`src/rtl/kyber_ntt_addr_gen.sv`:
```
// Address sequencer for the 7-layer Kyber forward NTT.
// One butterfly per cycle, write-back addresses delayed to match the datapath.
module kyber_ntt_addr_gen #(
  parameter int unsigned PIPE_LAT = 3
) (
  input  logic       clk,
  input  logic       rst,
  input  logic       start,
  input  logic       ready_i,
  output logic       issue_valid,
  output logic [7:0] addr_a,
  output logic [7:0] addr_b,
  output logic [6:0] zeta_idx,
  output logic [2:0] layer,
  output logic       wb_valid,
  output logic [7:0] wb_addr_a,
  output logic [7:0] wb_addr_b,
  output logic       busy,
  output logic       done
);

  typedef enum logic [1:0] {
    S_IDLE,
    S_ISSUE,
    S_DRAIN,
    S_DONE
  } state_e;

  state_e state_q, state_d;
  logic [2:0] layer_q, layer_d;
  logic [6:0] bcnt_q, bcnt_d;
  logic [3:0] dcnt_q, dcnt_d;

  logic [PIPE_LAT-1:0]      wv_q, wv_d;
  logic [PIPE_LAT-1:0][7:0] wa_q, wa_d;
  logic [PIPE_LAT-1:0][7:0] wb_q, wb_d;

  logic [7:0] len;
  logic [7:0] mask;
  logic [7:0] bc8;
  logic [7:0] group;
  logic [7:0] a_raw;
  logic [7:0] b_raw;
  logic [7:0] z_raw;
  logic       in_issue;
  logic       accept;

  // group*2*len equals the bcnt bits above the offset, shifted up by one
  always_comb begin
    bc8   = {1'b0, bcnt_q};
    len   = 8'd128 >> layer_q;
    mask  = len - 8'd1;
    group = bc8 >> (3'd7 - layer_q);
    a_raw = ((bc8 & ~mask) << 1) | (bc8 & mask);
    b_raw = a_raw + len;
    z_raw = (8'd1 << layer_q) + group;
  end

  assign in_issue = (state_q == S_ISSUE);
  assign accept   = in_issue & ready_i;

  always_comb begin
    state_d = state_q;
    layer_d = layer_q;
    bcnt_d  = bcnt_q;
    dcnt_d  = dcnt_q;
    unique case (state_q)
      S_IDLE: begin
        if (start) begin
          state_d = S_ISSUE;
          layer_d = 3'd0;
          bcnt_d  = 7'd0;
        end
      end
      S_ISSUE: begin
        if (ready_i) begin
          bcnt_d = bcnt_q + 7'd1;
          if (bcnt_q == 7'd127) begin
            state_d = S_DRAIN;
            dcnt_d  = 4'd0;
          end
        end
      end
      S_DRAIN: begin
        if (dcnt_q == 4'(PIPE_LAT - 1)) begin
          if (layer_q == 3'd6) begin
            state_d = S_DONE;
          end else begin
            state_d = S_ISSUE;
            layer_d = layer_q + 3'd1;
            bcnt_d  = 7'd0;
          end
        end else begin
          dcnt_d = dcnt_q + 4'd1;
        end
      end
      S_DONE: begin
        state_d = S_IDLE;
        layer_d = 3'd0;
      end
      default: state_d = S_IDLE;
    endcase
  end

  // Delay line runs every cycle; stalled slots enter as empty bubbles
  always_comb begin
    wv_d    = wv_q;
    wa_d    = wa_q;
    wb_d    = wb_q;
    wv_d[0] = accept;
    wa_d[0] = accept ? a_raw : 8'd0;
    wb_d[0] = accept ? b_raw : 8'd0;
    for (int i = 1; i < int'(PIPE_LAT); i++) begin
      wv_d[i] = wv_q[i-1];
      wa_d[i] = wa_q[i-1];
      wb_d[i] = wb_q[i-1];
    end
  end

  always_ff @(posedge clk) begin
    if (rst) begin
      state_q <= S_IDLE;
      layer_q <= 3'd0;
      bcnt_q  <= 7'd0;
      dcnt_q  <= 4'd0;
      wv_q    <= '0;
      wa_q    <= '0;
      wb_q    <= '0;
    end else begin
      state_q <= state_d;
      layer_q <= layer_d;
      bcnt_q  <= bcnt_d;
      dcnt_q  <= dcnt_d;
      wv_q    <= wv_d;
      wa_q    <= wa_d;
      wb_q    <= wb_d;
    end
  end

  assign issue_valid = in_issue;
  assign addr_a      = in_issue ? a_raw : 8'd0;
  assign addr_b      = in_issue ? b_raw : 8'd0;
  assign zeta_idx    = in_issue ? z_raw[6:0] : 7'd0;
  assign layer       = layer_q;
  assign wb_valid    = wv_q[PIPE_LAT-1];
  assign wb_addr_a   = wa_q[PIPE_LAT-1];
  assign wb_addr_b   = wb_q[PIPE_LAT-1];
  assign busy        = (state_q != S_IDLE);
  assign done        = (state_q == S_DONE);

endmodule

```
`config.mk`:
```
export PLATFORM = sky130hd
export DESIGN_NAME = kyber_ntt_addr_gen
export DESIGN_NICKNAME = d
export VERILOG_FILES = /design/src/rtl/kyber_ntt_addr_gen.sv
export SDC_FILE = /design/constraint.sdc
export NUM_CORES = 1
export LEC_CHECK = 0
export ABC_AREA = 1
export BUFFER_PORTS_ARGS = -buffer_cell sky130_fd_sc_hd__buf_4
export CORE_ASPECT_RATIO = 1.4
export CORE_MARGIN = 2
export CORE_UTILIZATION = 50
export DETAILED_ROUTE_END_ITERATION = 10
export PLACE_DENSITY = 0.71
export SLEW_MARGIN = 20
export SYNTH_ARGS = -nofsm -noshare
export SYNTH_HDL_FRONTEND = slang
export SYNTH_SLANG_ARGS = --single-unit
```
`constraint.sdc`:
```
create_clock -name clk -period 3.15 [get_ports clk]
set_clock_uncertainty 0.05 [all_clocks]
set_input_delay 0.315 -clock clk [delete_from_list [all_inputs] [get_ports clk]]
set_output_delay 0.315 -clock clk [all_outputs]
set_load 0.03 [all_outputs]
```
==> run summary <==
Die Area -> 7560 µm²
initial core utilization -> 52.0%
Clk pwr share -> 20.0%
Syn Nets -> 506
Synth Area in Simple Gates -> 28.5%
Clock Tree Buf Depth -> 2
fin crit period -> 3.37 ns
post-synthesis sequential area ratio -> 39.0%
CTS Hold Bufs -> 0
Area Overhead vs Synth -> 41.6%
root buf cell -> clkbuf_8
fin crit share -> 107%
Flop pwr share -> 25.6%
internal cell power -> 2220 µW
DR iter-0 viols -> 191
layout net count -> 599
Critical Path AT -> 3.00 ns
total vias in the final route -> 3464
antenna violations before repair -> 0
Max stage delay on crit path -> 0.39 ns
Crit path required time -> 2.78 ns
HPWL after DPL -> 5.75 mm
final worst-path setup slack -> -0.216 ns
Post-Synthesis Cells -> 478
Syn. warnings -> 0
routability cong. -> 0.947
IO Port Bufs -> 49
Crit. End Element -> output pin
ANT cells -> 0
final WL -> 10.1 mm
CP max stage cell -> dfxtp_4
P_leak -> 0.00223 µW
M2 GR Usage -> 44.2%
XOR/XNOR share of the synthesized area -> 3.31%
Final Max Tran Viols -> 0
maximum VDD drop -> 0.000491 V
Worst Path Max Fanout -> 4
worst relative slew slack -> 59.0%
hold-critical path depth -> 2
CTS tree -> built
startpoint types -> flop
status -> finished, violations left
Synth Area per Inst -> 7.19 µm²
CTS H-tree depth -> 3
Main synth FF type -> dfxtp_1
met3 Usage GRT -> 4.54%
critical path cell sequence -> ha_4 -> buf_4 -> ha_4 -> inv_2 -> nand2_1 -> nor2_2 -> nand3_2 -> nand3_2 -> nand2_2 -> ha_4 -> a21oi_2 -> nand2_1 -> a31oi_1 -> nand3_1 -> nand2_2 -> nor2_2 -> buf_6
r2r endpoint -> wb_d[15]$_SDFF_PP0_
R2R cell count -> 16
post-synthesis cell type count -> 35
Cell Area, Synth -> 3440 µm²
Sw Pwr -> 1750 µW
final hold vios -> 0
Fmax -> 297 MHz
P per Cell Area -> 817 nW/µm²
adder-cell share of the synthesized area -> 9.17%
R2R setup slack -> 0.48 ns
grt met1 use -> 27.1%
Clock Sinks -> 67
# DRC -> 0
Crit path top cell by count -> ha_4
largest family of logic cells by synthesized area -> simple AND/OR/NAND/NOR gates
Die Height -> 102 µm
Sw Share -> 44.1%
mux cell area share after synthesis -> 0%
first-pass GRT wire length -> 14.5 mm
num rows -> 35
layout cell share with drive strength beyond 1 -> 37.3%
Die Wd -> 74.1 µm
Avg WL per Cell -> 15.2 µm
worst r2r src -> layer[0]$_SDFFE_PP0P_
clk slew on worst S/H paths -> 0.08 ns
# setup viols final -> 5
Core ar. -> 6610 µm²
Worst Tran Pin Value -> 0.613 ns
Pwr Total -> 3980 µW
asr flop ratio synth -> 0%
Compound-Gate Fraction of Synth Area -> 9.10%
largest net degree at the start of global routing -> 42
DR pass1 iterations -> 6
Final ANT Viol Nets -> 0
EDFF count, synth -> 0
Most Used Layer, Global Route -> met2
RSZ-0062 raised after global routing -> yes
CP Class -> reg -> out
class of the worst hold path -> in -> reg
grt total ovfl -> 0
Hold Crit Endpoint -> wb_d[18]$_SDFF_PP0_
Final Core Density -> 73.6%
max-cap violations -> 0
Total Routing Usage GR -> 25.1%
worst-skew pair later-pin latency -> 0.36 ns
CTS Buf Count -> 9
HP Start -> rst
Comb power frac -> 54.4%
IO Pins -> 50
vias in the first global route -> 3238
violated checks -> negative setup slack
Yosys reg bits -> 67
Via density -> 5.19
==> synthesized netlist by cell type, types with 2 or more instances <==
cell type	number	area [µm²]
nor3_1	4	20.0
buf_2	5	25.0
nand3_1	31	155
nor2_1	87	327
inv_1	70	263
a211oi_1	4	30.0
o21ai_2	3	26.3
nand2_4	3	33.8
inv_2	11	41.3
buf_1	2	7.51
a21oi_1	29	145
o21ai_0	12	60.1
xnor2_1	4	35.0
nor2_4	4	45.0
o21ai_1	3	15.0
nand3_2	2	20.0
dfxtp_1	67	1340
clkbuf_1	3	11.3
nand2_1	85	319
ha_1	22	275
nand2_2	4	25.0
fa_1	2	40.0
xor2_1	9	78.8
==> layout by cell type (no fill, tap or decap), types with 2 or more instances in the layout <==
master	Yosys	routed
buf_4	1	85
nor2_1	87	83
nand2_1	85	67
inv_1	70	63
dfxtp_1	67	63
nand3_1	31	26
a21oi_1	29	21
nand2_2	4	18
inv_2	11	16
ha_4	0	12
clkbuf_8	0	9
buf_6	1	9
a21oi_2	1	8
ha_1	22	8
nand2_4	3	7
o21ai_2	3	7
nand3_2	2	6
o21ai_0	12	6
nor2_4	4	5
xor2_1	9	5
o21ai_1	3	4
xor2_2	0	4
nor3_1	4	4
a211oi_1	4	4
nor2_2	0	3
clkinv_4	1	3
dfxtp_4	0	3
xnor2_1	4	2
fa_2	0	2
ha_2	0	2
bufinv_16	0	2
==> routing by layer <==
| metal | share of wire [%] | wire (µm) | vias to the layer above |
|---|---|---|---|
| met5 | 0 | 0 | - |
| met4 | 5.8 | 588 | 0 |
| met3 | 6.1 | 616 | 53 |
| met2 | 52 | 5300 | 171 |
| met1 | 36 | 3630 | 1586 |
| li1 | - | - | 1654 |
==> cells by family after synthesis <==
kind of cell	after synthesis
xor+xnor	13
compound gates	56
simple gates	224
flops	67
buf+inv	94
fa+ha+maj	24
==> timing repair <==
| action | in CTS | in global routing |
|---|---|---|
| gates resized for setup | 75 | 31 |
| endpoints found under the setup margin | 7 | 8 |
| pin swaps | 27 | 34 |
| buffers inserted | 20 | 10 |
| gates cloned | 0 | 0 |
==> how the worst max path moves through the flow <==
stage / from / endpoint / slack [ns] / depth (start not counted)
2_1_floorplan: layer[0]$_SDFFE_PP0P_ / addr_b[5] / 0.02 / 12
3_3_place_gp: layer[1]$_SDFFE_PP0P_ / addr_b[6] / 0.08 / 16
3_5_place_dp: layer[1]$_SDFFE_PP0P_ / addr_b[7] / -0.001 / 20
4_1_cts: layer[1]$_SDFFE_PP0P_ / addr_b[6] / -0.009 / 16
5_1_grt: layer[0]$_SDFFE_PP0P_ / addr_b[6] / -0.27 / 16
6_report: layer[0]$_SDFFE_PP0P_ / addr_b[7] / -0.22 / 17
==> flip-flops by register name, summed over array words and instances, names as in the netlist <==
signal,flops
state_q,2
wb_addr_a,8
dcnt_q,4
wb_addr_b,8
wv_q,3
bcnt_q,7
wa_d,16
wb_d,16
layer,3
==> critical path: cells and delay by family, from the launching register on <==
| family | cells | cell delay (ns) |
|---|---|---|
| buffers and inverters | 3 | 0.41 |
| AND/OR/NAND/NOR | 9 | 0.88 |
| AO/OA/AOI/OAI | 2 | 0.33 |
| adder cells (fa/ha/maj) | 3 | 0.63 |
| flip-flops | 1 | 0.39 |
==> per-stage QoR <==
stage	area, µm²	cells	setup slack [ns]	setup TNS [ns]	hold WS (ns)
6_report	4870	668	-0.216	-0.612	0.324
5_1_grt	4870	668	-0.271	-1.20	0.340
4_1_cts	4670	658	-0.00935	-0.0170	0.323
3_5_place_dp	3990	622	-0.00102	-0.00102	0.343
3_3_place_gp	3990	622	0.0796	0	0.339
2_1_floorplan	3450	478	0.0178	0	0.338
==> final cells by class <==
cell class / instances / area [µm²]
repair buffers: 94 / 739
clock buffers: 10 / 128
well taps: 92 / 115
multi-input cells: 317 / 2120
fillers: 451 / 1750
clock inverters: 6 / 90.1
flip-flops and latches: 67 / 1350
inverters: 82 / 320
==> power by group through the flow <==
| stage | sequential (µW) | clock (µW) | combinational, µW |
|---|---|---|---|
| 6_report | 1020 | 794 | 2160 |
| 5_1_grt | 1030 | 846 | 2310 |
| 4_1_cts | 1010 | 797 | 1900 |
| 3_5_place_dp | 1000 | 0 | 1520 |
| 3_3_place_gp | 1000 | 0 | 1490 |
| 2_1_floorplan | 1030 | 0 | 1090 |
(Power assumes the default switching activity.)
